[config.mk]
export PLATFORM = sky130hd
export DESIGN_NAME = hazard_controller
export DESIGN_NICKNAME = d
export VERILOG_FILES = /design/src/rtl/hazard_controller.sv
export SDC_FILE = /design/constraint.sdc
export NUM_CORES = 1
export LEC_CHECK = 0
export ABC_AREA = 1
export BUFFER_PORTS_ARGS = -buffer_cell sky130_fd_sc_hd__buf_2
export CAP_MARGIN = 25
export CORE_MARGIN = 3
export CORE_UTILIZATION = 48
export CTS_CLUSTER_DIAMETER = 200
export DETAILED_ROUTE_END_ITERATION = 6
export PLACE_DENSITY = 0.83
export SYNTH_ARGS = -nofsm -noshare
export SYNTH_HDL_FRONTEND = slang
export SYNTH_SLANG_ARGS = --single-unit
[constraint.sdc]
create_clock -name clk -period 1.31 [get_ports clk]
set_input_delay 0 -clock clk [delete_from_list [all_inputs] [get_ports clk]]
set_output_delay 0 -clock clk [all_outputs]
set_load 0.03 [all_outputs]
[src/rtl/hazard_controller.sv]
// hazard_controller
//   Pipeline sequencing controller for the 5-stage MIPS core. It resolves the
//   hazards that forwarding cannot cover:
//     - load-use: a one-cycle bubble into ID/EX;
//     - multi-cycle mult/div: freezes the front end and bubbles EX/M for
//       MD_LATENCY-1 cycles;
//     - taken branch: flushes IF/ID unless a stall holds it this cycle.
//   It also keeps a saturating count of the cycles in which the PC was frozen.
//
// Ports
//   clk, rst_n        rising-edge clock, asynchronous active-low reset
//   ID_EX_memRead     EX instruction is a load
//   ID_EX_rt          destination register of that load
//   ID_EX_mdStart     EX instruction is mult/div
//   IF_ID_rs/rt       source registers of the ID instruction
//   IF_ID_useRt       ID instruction reads rt
//   branchTaken       branch/jump resolved taken in ID
//   pcWrite           PC update enable
//   IF_ID_write       IF/ID load enable
//   ID_EX_hold        ID/EX keeps its contents
//   ID_EX_bubble      ID/EX loads a NOP
//   EX_M_bubble       EX/M loads a NOP
//   IF_ID_flush       IF/ID loads a NOP
//   ctrlState         RUN=00, MD=01, RELEASE=10
//   stallCycles       saturating count of cycles with pcWrite=0
module hazard_controller #(
  parameter int unsigned MD_LATENCY = 4,
  parameter int unsigned CNT_W      = 8
) (
  input  logic        clk,
  input  logic        rst_n,
  input  logic        ID_EX_memRead,
  input  logic [4:0]  ID_EX_rt,
  input  logic        ID_EX_mdStart,
  input  logic [4:0]  IF_ID_rs,
  input  logic [4:0]  IF_ID_rt,
  input  logic        IF_ID_useRt,
  input  logic        branchTaken,
  output logic        pcWrite,
  output logic        IF_ID_write,
  output logic        ID_EX_hold,
  output logic        ID_EX_bubble,
  output logic        EX_M_bubble,
  output logic        IF_ID_flush,
  output logic [1:0]  ctrlState,
  output logic [15:0] stallCycles
);

  localparam logic [1:0] ST_RUN     = 2'b00;
  localparam logic [1:0] ST_MD      = 2'b01;
  localparam logic [1:0] ST_RELEASE = 2'b10;

  // RUN covers cycle 1 and RELEASE covers the last cycle, so the MD state
  // spans MD_LATENCY-2 cycles: counting down from MD_LATENCY-3 to 0.
  localparam logic [CNT_W-1:0] MD_LOAD = CNT_W'(MD_LATENCY - 3);

  logic [1:0]       state, state_nxt;
  logic [CNT_W-1:0] cnt, cnt_nxt;
  logic             load_use;

  // Register 0 is hardwired to zero and can never carry a hazard.
  assign load_use = ID_EX_memRead && (ID_EX_rt != 5'd0) &&
                    ((ID_EX_rt == IF_ID_rs) ||
                     (IF_ID_useRt && (ID_EX_rt == IF_ID_rt)));

  always_comb begin
    pcWrite      = 1'b1;
    IF_ID_write  = 1'b1;
    ID_EX_hold   = 1'b0;
    ID_EX_bubble = 1'b0;
    EX_M_bubble  = 1'b0;
    IF_ID_flush  = 1'b0;
    state_nxt    = state;
    cnt_nxt      = cnt;

    case (state)
      ST_RUN: begin
        if (ID_EX_mdStart) begin
          pcWrite     = 1'b0;
          IF_ID_write = 1'b0;
          ID_EX_hold  = 1'b1;
          EX_M_bubble = 1'b1;
          cnt_nxt     = MD_LOAD;
          state_nxt   = ST_MD;
        end else if (load_use) begin
          pcWrite      = 1'b0;
          IF_ID_write  = 1'b0;
          ID_EX_bubble = 1'b1;
        end
        // A stalled IF/ID keeps the branch; it re-resolves next cycle.
        IF_ID_flush = branchTaken && pcWrite;
      end

      ST_MD: begin
        pcWrite     = 1'b0;
        IF_ID_write = 1'b0;
        ID_EX_hold  = 1'b1;
        EX_M_bubble = 1'b1;
        if (cnt == '0) begin
          state_nxt = ST_RELEASE;
        end else begin
          cnt_nxt = cnt - CNT_W'(1);
        end
      end

      ST_RELEASE: begin
        // mdStart still shows the departing mult/div; ignore it here.
        IF_ID_flush = branchTaken;
        state_nxt   = ST_RUN;
      end

      default: begin
        state_nxt = ST_RUN;
      end
    endcase

    if (!rst_n) begin
      pcWrite      = 1'b1;
      IF_ID_write  = 1'b1;
      ID_EX_hold   = 1'b0;
      ID_EX_bubble = 1'b0;
      EX_M_bubble  = 1'b0;
      IF_ID_flush  = 1'b0;
    end
  end

  always_ff @(posedge clk or negedge rst_n) begin
    if (!rst_n) begin
      state       <= ST_RUN;
      cnt         <= '0;
      stallCycles <= '0;
    end else begin
      state <= state_nxt;
      cnt   <= cnt_nxt;
      if (!pcWrite && (stallCycles != '1)) begin
        stallCycles <= stallCycles + 16'd1;
      end
    end
  end

  assign ctrlState = state;

endmodule

==> results of run 1 <==
-- layout make-up --
type	instances	area, sq um
fill	128	305
multi-input combinational	196	1310
inverter	43	170
clock inverter	1	30.0
sequential	26	671
clock buffer	3	41.3
tap	46	57.6
timing repair buffer	119	915
-- tightest hold or removal path, stage by stage --
cell and delay [ps]:
buf_2 100, dlygate4sd3_1 560, buf_4 130, buf_12 180
-- per-layer routing --
layer,up-vias,part of all wire (%),track usage (%)
li1,1074,-,-
met1,1274,31,36.1
met2,354,45,59.3
met3,167,13,8.65
met4,0,12,20.5
met5,-,0,0
-- logic make-up (layout without fill, tap and decap cells) --
family	Yosys count	count (layout)
adder cells (fa/ha/maj)	3	3
XOR/XNOR	9	9
buffers and inverters	48	166
flip-flops	26	26
AO/OA/AOI/OAI	10	10
AND/OR/NAND/NOR	173	174
-- how the worst min path moves through the flow --
stage | start | endpoint | slack, ps | depth (start not counted)
6_report | rst_n | stallCycles[6] | 320 | 4
3_3_place_gp | rst_n | cnt[2] | 50 | 2
4_1_cts | ID_EX_mdStart | ctrlState[0] | 290 | 6
3_5_place_dp | rst_n | stallCycles[6] | 50 | 2
5_1_grt | rst_n | stallCycles[6] | 340 | 4
2_1_floorplan | rst_n | cnt[0] | -300 | 0
-- cells in the final DEF (no fill, tap or decap) --
cell	count
nand4_4	1
clkbuf_8	3
inv_1	32
buf_4	59
nand2_8	1
inv_4	2
o22ai_2	1
a21oi_1	1
o21ai_0	1
nand4_1	6
xor2_1	5
bufinv_16	1
nor3_1	1
nor2_1	11
nand2_4	4
nand2_2	8
nand3_1	19
nand3_2	7
ha_4	3
buf_6	17
clkinvlp_4	1
nor2_4	13
dfrtp_2	16
dlygate4sd3_1	1
dfrtp_1	10
buf_12	4
nor3_4	5
xnor2_1	1
inv_2	8
nand3_4	4
nor3_2	2
nor2_2	9
nand2_1	83
xnor2_2	1
o21ai_1	7
xor2_2	2
buf_2	38
-- flip-flops by register name, indices dropped and copies added (netlist names) --
register and cells:
ctrlState 2, stallCycles 16, cnt 8
-- power groups by stage --
stage | clock network (W) | registers [W] | logic (W)
floorplan | 0 | 0.00146 | 0.00120
global placement | 0 | 0.00122 | 0.00233
detailed placement | 0 | 0.00124 | 0.00242
CTS | 0.000675 | 0.00122 | 0.00288
global route | 0.000726 | 0.00130 | 0.00402
finish | 0.000719 | 0.00130 | 0.00387
-- stage by stage --
step | TNS (ps) | setup WS, ps
2_1_floorplan | -2030 | -241
3_3_place_gp | -2900 | -280
4_1_cts | -1850 | -155
5_1_grt | -8560 | -437
3_5_place_dp | -4420 | -416
6_report | -7620 | -435
-- repair_timing --
item                                    CTS  global route
setup buffers                            13            11
endpoints found under the setup margin   28            31
cloned                                    1             0
pin swaps                                29            35
hold buffers                              2             0
endpoints found under the hold margin    26             0
resized for setup                        37            57
==> results.py, run 1 <==
metrics = {
    "outcome": {
        "outcome": "finished with violations",
        "violations": "negative setup slack",
    },
    "logic_synthesis": {
        "synth_top_family_by_area": "simple AND/OR/NAND/NOR gates",
        "synth_compound_area_share_pct": 2.81,
        "netlist_area_sq_um": 1830,
        "ys_seq_area_share_pct": 35.6,
        "synth_top_cell_area_share_pct": 35.6,
        "synth-adder-area-share_pct": 2.06,
        "ys_warn_count": 0,
        "synth.net_count": 293,
        "synthTopCellsByCount": "nand2_1 (93), inv_1 (42), nand3_1 (27)",
        "synth_xor_area_share_pct": 4.32,
        "synth_top_cell_by_area": "dfrtp_1",
        "syn_avg_cell_area_sq_um": 6.79,
        "synthArstFlopShare_pct": 100,
        "synth.ff_latch_count": 26,
        "synth_cell_types": 25,
        "synth_edf_count": 0,
        "syn_inst": 269,
        "synth.area.mux_share_pct": 0,
        "synth.top_cells.by_area": "dfrtp_1 (36%), nand2_1 (19%), inv_1 (8.6%)",
        "synth.most_common_cell": "nand2_1",
        "yosys.area_share.simple_pct": 44.0,
        "synthFlopType": "dfrtp_1",
    },
    "pwr": {
        "powerDensity_nw_per_um2": 1850,
        "peakVddDrop_v": 0.00153,
        "power_w": 0.00589,
        "intPower_w": 0.00303,
        "p_sw_share_pct": 48.6,
        "power_switching_w": 0.00286,
        "power_frac_clock_pct": 12.2,
        "leakage_nw": 1.69,
        "comb_power_share_pct": 65.8,
        "power_frac_seq_pct": 22.0,
    },
    "sta": {
        "hold_violations": 0,
        "hold_ws_ps": 317,
        "min_period_ps": 1750,
        "rsz0062_at_grt": "true",
        "fin_worst_skew_ps": 29.2,
        "setup_ws_ps": -435,
        "tightest_slew_ps": 323,
        "clock.fmax_ghz": 0.573,
        "setup_violations": 32,
        "slew_headroom_pct": 78.3,
        "maxSlewViolCount": 0,
        "post-route-period-util_pct": 133,
    },
    "detailed_routing": {
        "viasPerCell": 6.61,
        "ant_nets": 0,
        "dr.pass1.iters": 5,
        "drc": 0,
        "drt_iter0_drc": 480,
        "wirelength_mm": 10.8,
        "wl_per_cell_um": 24.9,
        "num_vias": 2869,
    },
    "global_route": {
        "grt_pass1_vias": 2512,
        "grt_overflow_total": 0,
        "antenna_found_initial": 0,
        "gr-usage-all-layers_pct": 33.8,
        "grt_pass1_wl_mm": 11.6,
        "grt_max_degree": 27,
    },
    "worst_setup_path": {
        "startpoint": "stallCycles[0]",
        "slowest_stage": "dfrtp_2",
        "crit_required_ps": 1470,
        "r2r_setup_slack_ps": -440,
        "crit_top_cell": "nand2_1",
        "cp.arrival_ps": 1900,
        "r2r_start": "stallCycles[0]",
        "crit_end": "stallCycles[8]",
        "ff2ff_path_depth": 9,
        "r2r_end": "stallCycles[8]",
        "worstPathMaxFanout": 3,
        "crit_type": "reg2reg",
        "endpoint_kind": "flop",
        "cp-start-kind": "flop",
        "cp_top_family": "simple AND/OR/NAND/NOR gates",
        "worst-path-stages": 9,
        "cp.buffers_inverters": 2,
        "cp_cell_sequence": "ha_4, inv_4, buf_6, nor3_4, nand2_2, nor2_2, nand2_1, nand2_1, nand2_1",
        "slowest_delay_ps": 430,
    },
    "final_layout": {
        "antenna_cells": 0,
        "final_nets": 413,
        "fin_cells": 434,
        "syn_to_final_growth_pct": 74.7,
        "utilization_pct": 91.3,
        "stdcell_area_sq_um": 3190,
        "drive_gt1_share_pct": 54.1,
    },
    "die": {
        "coreArea_sq_um": 3490,
        "chipHeight_um": 67.7,
        "initial_core_util_pct": 52.2,
        "fp.dieW_um": 67.7,
        "pin_count": 45,
        "dieArea_sq_um": 4580,
        "row_count": 21,
    },
    "clock_network": {
        "path_clk_slew_ps": 130,
        "h-tree-depth": 1,
        "root_buffer": "clkbuf_8",
        "insertion_delay_ps": 290,
        "clk_path_buf_depth": 2,
        "cts_buffers": 3,
        "cts_tree": "yes",
        "cts_sinks": 26,
    },
    "job": {
        "drv_cap": 0,
    },
    "place": {
        "post_dp_cell_area_sq_um": 2570,
        "placed_cells": 407,
        "dp_hpwl_mm": 3.82,
        "port-buffer-count": 44,
        "place.gp.congestion": 0.874,
    },
    "min_path": {
        "hold_class": "in2async",
    },
}
(Power assumes the default switching activity.)
==> inputs of run 2 (changes only) <==
- CORE_ASPECT_RATIO: not set -> 0.5
- CORE_MARGIN: 3 -> 8
==> results.py, run 2 (synthesis gave the netlist of run 1 again) <==
metrics = {
    "pwr": {
        "leakage_nw": 1.70,
        "peakVddDrop_v": 0.00104,
        "powerDensity_nw_per_um2": 1730,
        "power_w": 0.00555,
    },
    "detailed_routing": {
        "dr.pass1.iters": 5,
        "viasPerCell": 5.89,
        "drc": 0,
        "wl_per_cell_um": 19.4,
        "route.met2.wl_mm": 4.00,
        "num_vias": 2560,
        "wirelength_mm": 8.43,
        "top_layer_used": "met4",
        "drt_iter0_drc": 245,
        "drt-met1-wl_mm": 2.86,
        "met3_length_um": 963,
        "ant_nets": 0,
    },
    "clock_network": {
        "cts_buffers": 3,
        "h-tree-depth": 1,
        "cts_sinks": 26,
        "path_clk_slew_ps": 110,
        "root_buffer": "clkbuf_8",
        "clk_path_buf_depth": 2,
        "insertion_delay_ps": 290,
        "cts_tree": "yes",
    },
    "sta": {
        "setup_ws_ps": -330,
        "fin_tns_setup_ps": -6240,
        "maxSlewViolCount": 0,
        "fin_worst_skew_ps": 9.11,
        "slew_headroom_pct": 77.3,
        "tightest_slew_ps": 340,
        "min_period_ps": 1640,
        "rsz0062_at_grt": "true",
        "setup_violations": 28,
        "hold_violations": 0,
        "post-route-period-util_pct": 125,
        "clock.fmax_ghz": 0.610,
    },
    "final_layout": {
        "largest_reg_flops": 16,
        "antenna_cells": 0,
        "stdcell_area_sq_um": 3200,
        "layout_commonest_cell": "nand2_1",
        "largest_register": "stallCycles",
        "syn_to_final_growth_pct": 75.4,
        "nFillCells": 151,
        "ff_latch_area_sq_um": 671,
        "multiInputGateArea_sq_um": 1360,
        "final_nets": 409,
        "drive_gt1_share_pct": 56.5,
        "final_cell_mix": "nand2_1 (70), buf_4 (55), buf_2 (39)",
    },
    "die": {
        "coreArea_sq_um": 3530,
        "dieArea_sq_um": 6150,
        "pin_count": 45,
        "chipHeight_um": 59.6,
        "fp.dieW_um": 103,
        "initial_core_util_pct": 51.7,
        "row_count": 15,
    },
    "worst_setup_path": {
        "crit_type": "reg2reg",
        "crit_required_ps": 1540,
        "startpoint": "stallCycles[2]",
        "ff2ff_path_depth": 8,
        "r2r_start": "stallCycles[2]",
        "crit_end": "stallCycles[14]",
        "endpoint_kind": "flop",
        "cp.arrival_ps": 1870,
        "worstPathMaxFanout": 8,
        "r2r_end": "stallCycles[14]",
        "cp-start-kind": "flop",
        "r2r_setup_slack_ps": -330,
    },
    "global_route": {
        "grt_overflow_total": 0,
        "gr-usage-all-layers_pct": 22.2,
        "antenna_found_initial": 0,
        "grt_pass1_wl_mm": 10.6,
        "grt_max_degree": 27,
        "grt_pass1_vias": 2348,
    },
    "job": {
        "drv_cap": 0,
    },
    "place": {
        "post_dp_cell_area_sq_um": 2530,
        "place.gp.congestion": 0.926,
        "port-buffer-count": 44,
        "dp_hpwl_mm": 3.96,
    },
    "outcome": {
        "outcome": "finished with violations",
        "violations": "negative setup slack",
    },
    "min_path": {
        "hold_class": "in2async",
    },
}
-- run 2: cell types whose count changed in the layout (fill, tap and decap cells not counted), sizes merged --
| cell | before | now |
|---|---|---|
| buf | 118 | 113 |
| clkbuf | 3 | 4 |
-- run 2: stage by stage --
step / worst slack, ps / hold WS [ps] / std cells / utilization [%]
after global routing: -544 / 322 / 435 / 90.7
final: -330 / 284 / 435 / 90.7
after floorplan: -241 / -296 / 269 / -
after detailed placement: -406 / 39.6 / 408 / 71.8
after CTS: -141 / 293 / 429 / 83.4
after global placement: -281 / 32.4 / 408 / 71.8
-- run 2: where the power goes --
group | internal, W | switching, W | total, W
logic | 0.00149 | 0.00208 | 0.00356
registers | 0.00105 | 0.000226 | 0.00127
clock network | 0.000410 | 0.000303 | 0.000713
total | 0.00294 | 0.00260 | 0.00555
-- run 2: what timing repair did --
item / 4_1_cts / 5_1_grt
setup endpoints to repair: 28 / 32
resized for setup: 47 / 64
cloned: 1 / 0
hold buffers: 2 / 0
setup buffers: 14 / 11
pin swaps: 39 / 25
endpoints found under the hold margin: 26 / 0
-- run 2: final cells by class --
cell class / count / area share (%)
multi-input combinational: 196 / 42.6
inverter: 43 / 5.24
clock buffer: 3 / 1.29
sequential: 26 / 20.9
clock inverter: 1 / 0.938
tap: 51 / 1.99
timing repair buffer: 115 / 27.0
-- run 2: worst min path at each step --
stage,endpoint,depth (start not counted),slack [ps],start
floorplan,cnt[0],0,-300,rst_n
global placement,cnt[0],2,30,rst_n
finish,stallCycles[2],4,280,rst_n
CTS,cnt[0],4,290,rst_n
detailed placement,cnt[0],2,40,rst_n
global route,stallCycles[2],4,320,rst_n
-- run 2: critical path, cell delays in order, from the launching register on --
cell     delay, ps
dfrtp_2        450
nand2_2        140
nor2_4         220
buf_6          130
nand4_4        190
buf_6          200
nand2_8        110
nand2_2         60
nand2_1         80
-- run 2: per-layer routing --
layer | vias to the layer above | GRT usage, %
li1 | 1063 | -
met1 | 1168 | 23.0
met2 | 240 | 38.8
met3 | 89 | 7.03
met4 | 0 | 13.8
met5 | - | 0
